<file path="src/rtl/issue_ctrl.sv">
// rtl/issue_ctrl.sv - dual-issue scoreboard and issue control for a two-slot instruction buffer head
module issue_ctrl (
  input  logic       clk,
  input  logic       reset,
  input  logic       flush,
  input  logic       i_a_valid,
  input  logic       i_b_valid,
  input  logic [4:0] i_a_dest,
  input  logic [4:0] i_b_dest,
  input  logic [4:0] i_a_r1,
  input  logic [4:0] i_b_r1,
  input  logic [4:0] i_a_r2,
  input  logic [4:0] i_b_r2,
  input  logic       i_a_src2_is_imm,
  input  logic       i_b_src2_is_imm,
  input  logic       i_a_is_load,
  input  logic       i_a_is_mul,
  input  logic       i_a_is_div,
  input  logic       i_a_is_mem,
  input  logic       i_a_is_br,
  input  logic       i_a_is_serial,
  input  logic       i_b_is_load,
  input  logic       i_b_is_mul,
  input  logic       i_b_is_div,
  input  logic       i_b_is_mem,
  input  logic       i_b_is_br,
  input  logic       i_b_is_serial,
  input  logic       i_pipe_ready,
  input  logic       i_div_done,
  output logic [1:0] o_size,
  output logic       o_div_busy
);

  // Scoreboard encoding: 0 ready, 1..2 cycles left, 3 parked on the divider.
  localparam logic [1:0] CNT_READY = 2'd0;
  localparam logic [1:0] CNT_LOAD  = 2'd1;
  localparam logic [1:0] CNT_MUL   = 2'd2;
  localparam logic [1:0] CNT_DIV   = 2'd3;

  logic [1:0] cnt_q [32];
  logic [1:0] cnt_d [32];
  logic       div_busy_q;
  logic       div_busy_d;

  logic a_r1_ok, a_r2_ok, b_r1_ok, b_r2_ok;
  logic a_hazard_free, b_hazard_free;
  logic pair_conflict, raw_ab;
  logic issue_a, issue_b;
  logic [1:0] a_val, b_val;

  // A branch in slot b places no extra restriction on pairing.
  logic unused_b_is_br;
  assign unused_b_is_br = i_b_is_br;

  // Value written into the scoreboard for a newly issued producer; div wins over mul over load.
  function automatic logic [1:0] dest_cnt(input logic is_load, input logic is_mul,
                                          input logic is_div);
    if (is_div)       return CNT_DIV;
    else if (is_mul)  return CNT_MUL;
    else if (is_load) return CNT_LOAD;
    else              return CNT_READY;
  endfunction

  assign o_div_busy = div_busy_q;
  assign a_val      = dest_cnt(i_a_is_load, i_a_is_mul, i_a_is_div);
  assign b_val      = dest_cnt(i_b_is_load, i_b_is_mul, i_b_is_div);

  // Issue decision for both slots; reset and flush force a zero-size consume.
  always_comb begin
    a_r1_ok = (i_a_r1 == 5'd0) || (cnt_q[i_a_r1] == CNT_READY);
    a_r2_ok = i_a_src2_is_imm || (i_a_r2 == 5'd0) || (cnt_q[i_a_r2] == CNT_READY);
    b_r1_ok = (i_b_r1 == 5'd0) || (cnt_q[i_b_r1] == CNT_READY);
    b_r2_ok = i_b_src2_is_imm || (i_b_r2 == 5'd0) || (cnt_q[i_b_r2] == CNT_READY);
    a_hazard_free = a_r1_ok && a_r2_ok;
    b_hazard_free = b_r1_ok && b_r2_ok;

    pair_conflict = i_a_is_serial || i_b_is_serial || i_a_is_br
                 || (i_a_is_mem && i_b_is_mem)
                 || ((i_a_is_mul || i_a_is_div) && (i_b_is_mul || i_b_is_div))
                 || i_b_is_div;

    raw_ab = (i_a_dest != 5'd0)
          && ((i_a_dest == i_b_r1) || (!i_b_src2_is_imm && (i_a_dest == i_b_r2)));

    issue_a = !reset && !flush && i_a_valid && i_pipe_ready && a_hazard_free
           && !(i_a_is_div && div_busy_q);
    issue_b = issue_a && i_b_valid && b_hazard_free && !pair_conflict && !raw_ab;

    o_size = 2'd0;
    if (issue_b)      o_size = 2'd2;
    else if (issue_a) o_size = 2'd1;
  end

  // Scoreboard next state: age pending entries, then overlay new producers (slot b last).
  always_comb begin
    for (int i = 0; i < 32; i++) begin
      cnt_d[i] = cnt_q[i];
      if ((cnt_q[i] == CNT_LOAD) || (cnt_q[i] == CNT_MUL)) begin
        cnt_d[i] = cnt_q[i] - 2'd1;
      end else if ((cnt_q[i] == CNT_DIV) && i_div_done) begin
        cnt_d[i] = CNT_READY;
      end
    end
    if (issue_a && (i_a_dest != 5'd0)) cnt_d[i_a_dest] = a_val;
    if (issue_b && (i_b_dest != 5'd0)) cnt_d[i_b_dest] = b_val;
    if (flush) begin
      for (int i = 0; i < 32; i++) cnt_d[i] = CNT_READY;
    end
    cnt_d[0] = CNT_READY;
  end

  // Divider occupancy: a new div issue outranks a same-cycle completion.
  always_comb begin
    div_busy_d = div_busy_q;
    if (flush)                      div_busy_d = 1'b0;
    else if (issue_a && i_a_is_div) div_busy_d = 1'b1;
    else if (i_div_done)            div_busy_d = 1'b0;
  end

  // State registers with asynchronous clear.
  always_ff @(posedge clk or posedge reset) begin
    if (reset) begin
      for (int i = 0; i < 32; i++) cnt_q[i] <= CNT_READY;
      div_busy_q <= 1'b0;
    end else begin
      for (int i = 0; i < 32; i++) cnt_q[i] <= cnt_d[i];
      div_busy_q <= div_busy_d;
    end
  end

endmodule
</file>
<file path="config.mk">
export PLATFORM = sky130hd
export DESIGN_NAME = issue_ctrl
export DESIGN_NICKNAME = d
export VERILOG_FILES = /design/src/rtl/issue_ctrl.sv
export SDC_FILE = /design/constraint.sdc
export NUM_CORES = 1
export LEC_CHECK = 0
export BUFFER_PORTS_ARGS = -buffer_cell sky130_fd_sc_hd__buf_2
export CAP_MARGIN = 10
export CORE_ASPECT_RATIO = 1.4
export CORE_MARGIN = 5
export CORE_UTILIZATION = 65
export CTS_BUF_LIST = sky130_fd_sc_hd__clkbuf_4 sky130_fd_sc_hd__clkbuf_8
export CTS_CLUSTER_SIZE = 30
export DETAILED_ROUTE_END_ITERATION = 8
export PLACE_DENSITY_LB_ADDON = 0.3
export SKIP_LAST_GASP = 1
export SYNTH_ARGS = -nofsm -noshare
export SYNTH_HDL_FRONTEND = slang
export SYNTH_SLANG_ARGS = --single-unit
</file>
<file path="constraint.sdc">
create_clock -name clk -period 7.67 [get_ports clk]
set_clock_uncertainty 0.05 [all_clocks]
set_input_delay 0.3835 -clock clk [delete_from_list [all_inputs] [get_ports clk]]
set_output_delay 0.3835 -clock clk [all_outputs]
set_load 0.03 [all_outputs]
</file>
# Yosys cells after proc, flatten, opt, wreduce, memory -nomap -nowiden
# Cells that the tools add are included.
[op_classes] n_addsub=31 magnitude_cmp=8 eq_ne=95 mux=94 bitwise_logic=6 reduce_logical=114
[op_table] operator="$mux 2" count=77
[op_table] operator="$bwmux 64" count=2
[op_table] operator="$eq 2x2->1 const B" count=62
[op_table] operator="$mux 62" count=2
[op_table] operator="$mux 64" count=1
[op_table] operator="$eq 2x1->1 const B" count=31
[op_table] operator="$sub 2x1->2 const B" count=31
[op_table] operator="$logic_and 1x1->1" count=52
[op_table] operator="$logic_or 1x1->1" count=45
[op_table] operator="$bmux 2 s5" count=4
[op_table] operator="$ge 6x6->1 const B" count=6
[op_table] operator="$not 5->6" count=6
[op_table] operator="$demux 2 s5" count=2
[op_table] operator="$logic_not 5->1" count=4
[op_table] operator="$lt 6x1->1 const B" count=2
[op_table] operator="$eq 5x5->1" count=2
[op_table] operator="$reduce_bool 5->1" count=2
[op_table] operator="$logic_not 2->1" count=4
[op_table] operator="$logic_not 1->1" count=6
[op_table] operator="$mux 1" count=6
[op_table] operator="$reduce_bool 3->1" count=1
[word_totals] regBits=63 wordCells=380

# Depth between registers and ports, before layout
[logic_depth] ltp_word=16 mapped_depth=12 ltp_nobuf=8

# Worst setup path after synthesis
# Ideal clock, no wire load.
[synth_path] path_kind="input to output" startpoint="in i_b_r2[0]" endpoint="out o_size[1]" arrival_ns=2.375 t_required_ns=7.237 setup_slack_ns=4.861 stages=10 path_buffers=4 cell_sequence="clkbuf_2 > inv_1 > mux4_2 > nor3b_1 > a211oi_1 > a221oi_1 > nor3b_2 > buf_4 > buf_6 > buf_4"
[synth_between] elab_chain_cells=11 elab_cells_between_ends=18
[synth_rtl] item="start: declaration" line_no="13" text="input logic [4:0] i_b_r2,"
[synth_rtl] item="$not 5->6 (not written as such)" line_no="73" text="b_r2_ok = i_b_src2_is_imm || (i_b_r2 == 5'd0) || (cnt_q[i_b_r2] == CNT_READY);"
[synth_rtl] item="$bmux 2 s5" line_no="73"
[synth_rtl] item="$mux 2 (not written as such) (2 in a row)" line_no="73"
[synth_rtl] item="$logic_not 2->1" line_no="73"
[synth_rtl] item="$logic_or 1x1->1" line_no="73"
[synth_rtl] item="$logic_and 1x1->1" line_no="75" text="b_hazard_free = b_r1_ok && b_r2_ok;"
[synth_rtl] item="$logic_and 1x1->1 (2 in a row)" line_no="87" text="issue_b = issue_a && i_b_valid && b_hazard_free && !pair_conflict && !raw_ab;"
[synth_rtl] item="$logic_and 1x1->1 (*)" line_no="87"
[synth_rtl] item="named net issue_b" line_no="48" text="logic issue_a, issue_b;"
[synth_rtl] item="$mux 2 (*)" line_no="90" text="if (issue_b) o_size = 2'd2;"
[synth_rtl] item="end: declaration" line_no="30" text="output logic [1:0] o_size,"
# The timed path passes the listed nets; every way through them passes the cells marked *. The select of a mux whose other input is x is not followed.

# Worst setup path in the final report
[layout_path] startpoint="in i_a_dest[1]" endpoint="out o_size[1]"
[layout_between] elab_chain_cells=7 elab_cells_between_ends=9
[layout_rtl] item="start: declaration" line_no="8" text="input logic [4:0] i_a_dest,"
[layout_rtl] item="$eq 5x5->1" line_no="83" text="&& ((i_a_dest == i_b_r1) || (!i_b_src2_is_imm && (i_a_dest == i_b_r2)));"
[layout_rtl] item="$logic_and 1x1->1" line_no="83"
[layout_rtl] item="$logic_or 1x1->1" line_no="83"
[layout_rtl] item="$logic_and 1x1->1 (*)" line_no="83"
[layout_rtl] item="$logic_not 1->1 (*)" line_no="87"
[layout_rtl] item="$logic_and 1x1->1 (*)" line_no="87"
[layout_rtl] item="$mux 2 (*)" line_no="90"
# Mark *: on every way between the ends. The rest lies on a longest branch, timed or not.

==> impl_metrics.tcl <==
set metrics [dict create \
    status "complete, no violations" \
    syn-num-nets 839 \
    die_w_um 95.2 \
    cts_tree "done" \
    io_pins 54 \
    rr_startpoint "cnt_q[0]" \
    sequentialPowerShare_pct 36.0 \
    totalWireLength_um 21900 \
    cts-root-buf "clkbuf_8" \
    path_class "in -> out" \
    worstMarginPinSlew_ns 1.27 \
    fmax_mhz 243 \
    final_cell_mix "76 x a21oi_1, 64 x mux2i_1, 63 x dfrtp_1" \
    final_common_cell "a21oi_1" \
    synth_cells 757 \
    synth_ff_type "dfrtp_1" \
    hp-class "in -> async" \
    grt_usage_pct 36.7 \
    firstDrtPassIters 6 \
    p_clk_share_pct 35.6 \
    synthToLayoutAreaGrowth_pct 7.13 \
    syn_area_sq_mm 0.00660 \
    setup_violations 0 \
    tns_ns 0 \
    dp_hpwl_um 14900 \
    min_period_ns 4.12 \
    rsz0062_at_grt "no" \
    grt_first_pass_wirelength_um 34800 \
    postCtsHoldBufs 0 \
    dieArea_sq_mm 0.0123 \
    core_area_sq_mm 0.00995 \
    yosysWarnings 0 \
    cts.path.max_buffers 2 \
    required_ns 7.24 \
    place.gp.congestion 1.06 \
    path_clk_slew_ns 0.07 \
    drc 0 \
    start_util_pct 66.3 \
    p_comb_share_pct 28.4 \
    num_rows 43 \
    ys_ff_latch 63 \
    clk_latency_ns 0.37 \
    post_cts_buffers 0 \
    dr.first_iter.drc_count 642 \
    placedCellCount 882 \
    worst_slew_margin_rel_pct 15.0 \
    antenna_found_initial 0 \
    endpoint_kind "output pin" \
    maxSlewViolCount 0 \
    sw_frac_of_total_pct 33.1 \
    crit_arrival_ns 3.68 \
    seq_area_frac_synth_pct 23.9 \
    p_sw_uw 339 \
    yosysUniqueCellTypes 61 \
    h-tree-depth 3 \
    worst_slack_ns 3.55 \
    crit_path_max_fanout 63 \
    drv_cap 0 \
    cts_buffers 9 \
    nFillCells 802 \
    clock_sinks 63 \
    synth_edf_count 0 \
    wl_per_cell_um 24.4 \
    hold_viol 0 \
    vias_per_cell 7.50 \
    startpoint_type "input port" \
    avgSynthCellArea_sq_um 8.72 \
    grt_max_degree 68 \
    ir_drop_mv 0.134 \
    fp.dieH_um 129 \
    grt_overflow 0 \
    fin_nets 840 \
    final_cells 898 \
    grt_pass1_vias 6813 \
    postRouteAntennaNets 0 \
    r2r_cells 9 \
    p_int_uw 686 \
    ff2ff_setup_slack_ns 4.17 \
    leakage_nw 3.17 \
    vias 6734 \
    power-per-cell-area_mw_per_mm2 145 \
    finalCritPeriodShare_pct 53.7 \
    post_cts_resized 0 \
    diodes 0 \
    port_buffers 52 \
    dp_slack_ns 3.73 \
    ys_async_sr_fraction_pct 100 \
    layout-drive-gt1-share_pct 19.9 \
    reg2reg_to "cnt_q[36]" \
]
[metrics by stage]
stage / power [mW] / area [sq um] / hold slack [ns] / util, %
floorplan: 0.572 / 6600 / 0.482 / -
global placement: 0.645 / 6830 / 0.574 / 68.6
detailed placement: 0.656 / 6830 / 0.614 / 68.6
CTS: 1.02 / 7070 / 0.253 / 71.0
global route: 1.06 / 7070 / 0.285 / 71.0
finish: 1.03 / 7070 / 0.233 / 71.0
[worst max-delay path, cell delays in order]
cell       delay (ns)
buf_2            0.15
nor2_1           0.89
a211oi_1         0.18
a21oi_1          0.19
o2111ai_1        0.12
or4_1            0.63
nor3b_4          0.21
buf_4            0.57
buf_2            0.32
[logic make-up (layout without fill, tap and decap cells)]
family / count (synthesis) / after routing / synth area share [%]
adders and majority gates: 31 / 31 / 5.88
xor gates and xnor gates: 9 / 9 / 1.19
DFF: 63 / 63 / 23.9
buffers and inverters: 91 / 97 / 5.99
and+or+nand+nor: 247 / 247 / 19.4
AOI/OAI and AO/OA: 193 / 193 / 21.2
muxes: 123 / 123 / 22.5
[power by group through the flow]
stage	registers (mW)	logic, mW	clock network [mW]
global route	0.371	0.314	0.376
finish	0.369	0.291	0.365
detailed placement	0.375	0.282	0
CTS	0.368	0.283	0.366
global placement	0.373	0.271	0
floorplan	0.370	0.202	0
[layout make-up]
cell class	count	area (sq um)	share of cell area, %
Tap cell	135	169	2.39
Timing Repair Buffer	66	365	5.17
Sequential cell	63	1580	22.3
Clock inverter	2	60.1	0.849
Multi-Input combinational cell	603	4660	65.9
Inverter	15	56.3	0.796
Clock buffer	14	186	2.64
[worst max path at each step]
stage | endpoint | startpoint | slack [ns] | cells past startpoint
finish | o_size[1] | i_a_dest[1] | 3.55 | 9
global route | o_size[1] | i_a_dest[1] | 3.45 | 9
CTS | o_size[1] | i_a_dest[1] | 3.71 | 9
detailed placement | o_size[1] | i_a_dest[1] | 3.73 | 9
global placement | o_size[1] | i_a_dest[1] | 3.77 | 9
floorplan | o_size[1] | i_b_r2[0] | 4.86 | 10
[metal layers]
| layer | global-route usage [%] | up-vias | routed length (um) |
|---|---|---|---|
| met5 | 0 | - | 0 |
| met3 | 7.55 | 101 | 2280 |
| li1 | - | 2937 | - |
| met2 | 57.4 | 461 | 10200 |
| met1 | 45.4 | 3235 | 8000 |
| met4 | 23.9 | 0 | 1460 |
[flip-flops by register name (all words and copies together), names as in the netlist]
register,cells
cnt_q,62
o_div_busy,1
[Yosys cell counts, types with 10 or more instances]
master | count | area, sq um
a211oi_1 | 13 | 97.6
a21oi_1 | 76 | 380
a311o_1 | 14 | 140
a31oi_1 | 14 | 87.6
a41o_1 | 32 | 320
and3_1 | 10 | 62.6
buf_2 | 12 | 60.1
clkbuf_1 | 53 | 199
dfrtp_1 | 63 | 1580
ha_1 | 31 | 388
inv_1 | 14 | 52.6
mux2_2 | 43 | 484
mux2i_1 | 64 | 641
mux4_2 | 16 | 360
nand2_1 | 39 | 146
nand3_1 | 41 | 205
nand4_1 | 16 | 100
nor2_1 | 59 | 221
nor3_1 | 28 | 140
(Power assumes the default switching activity.)
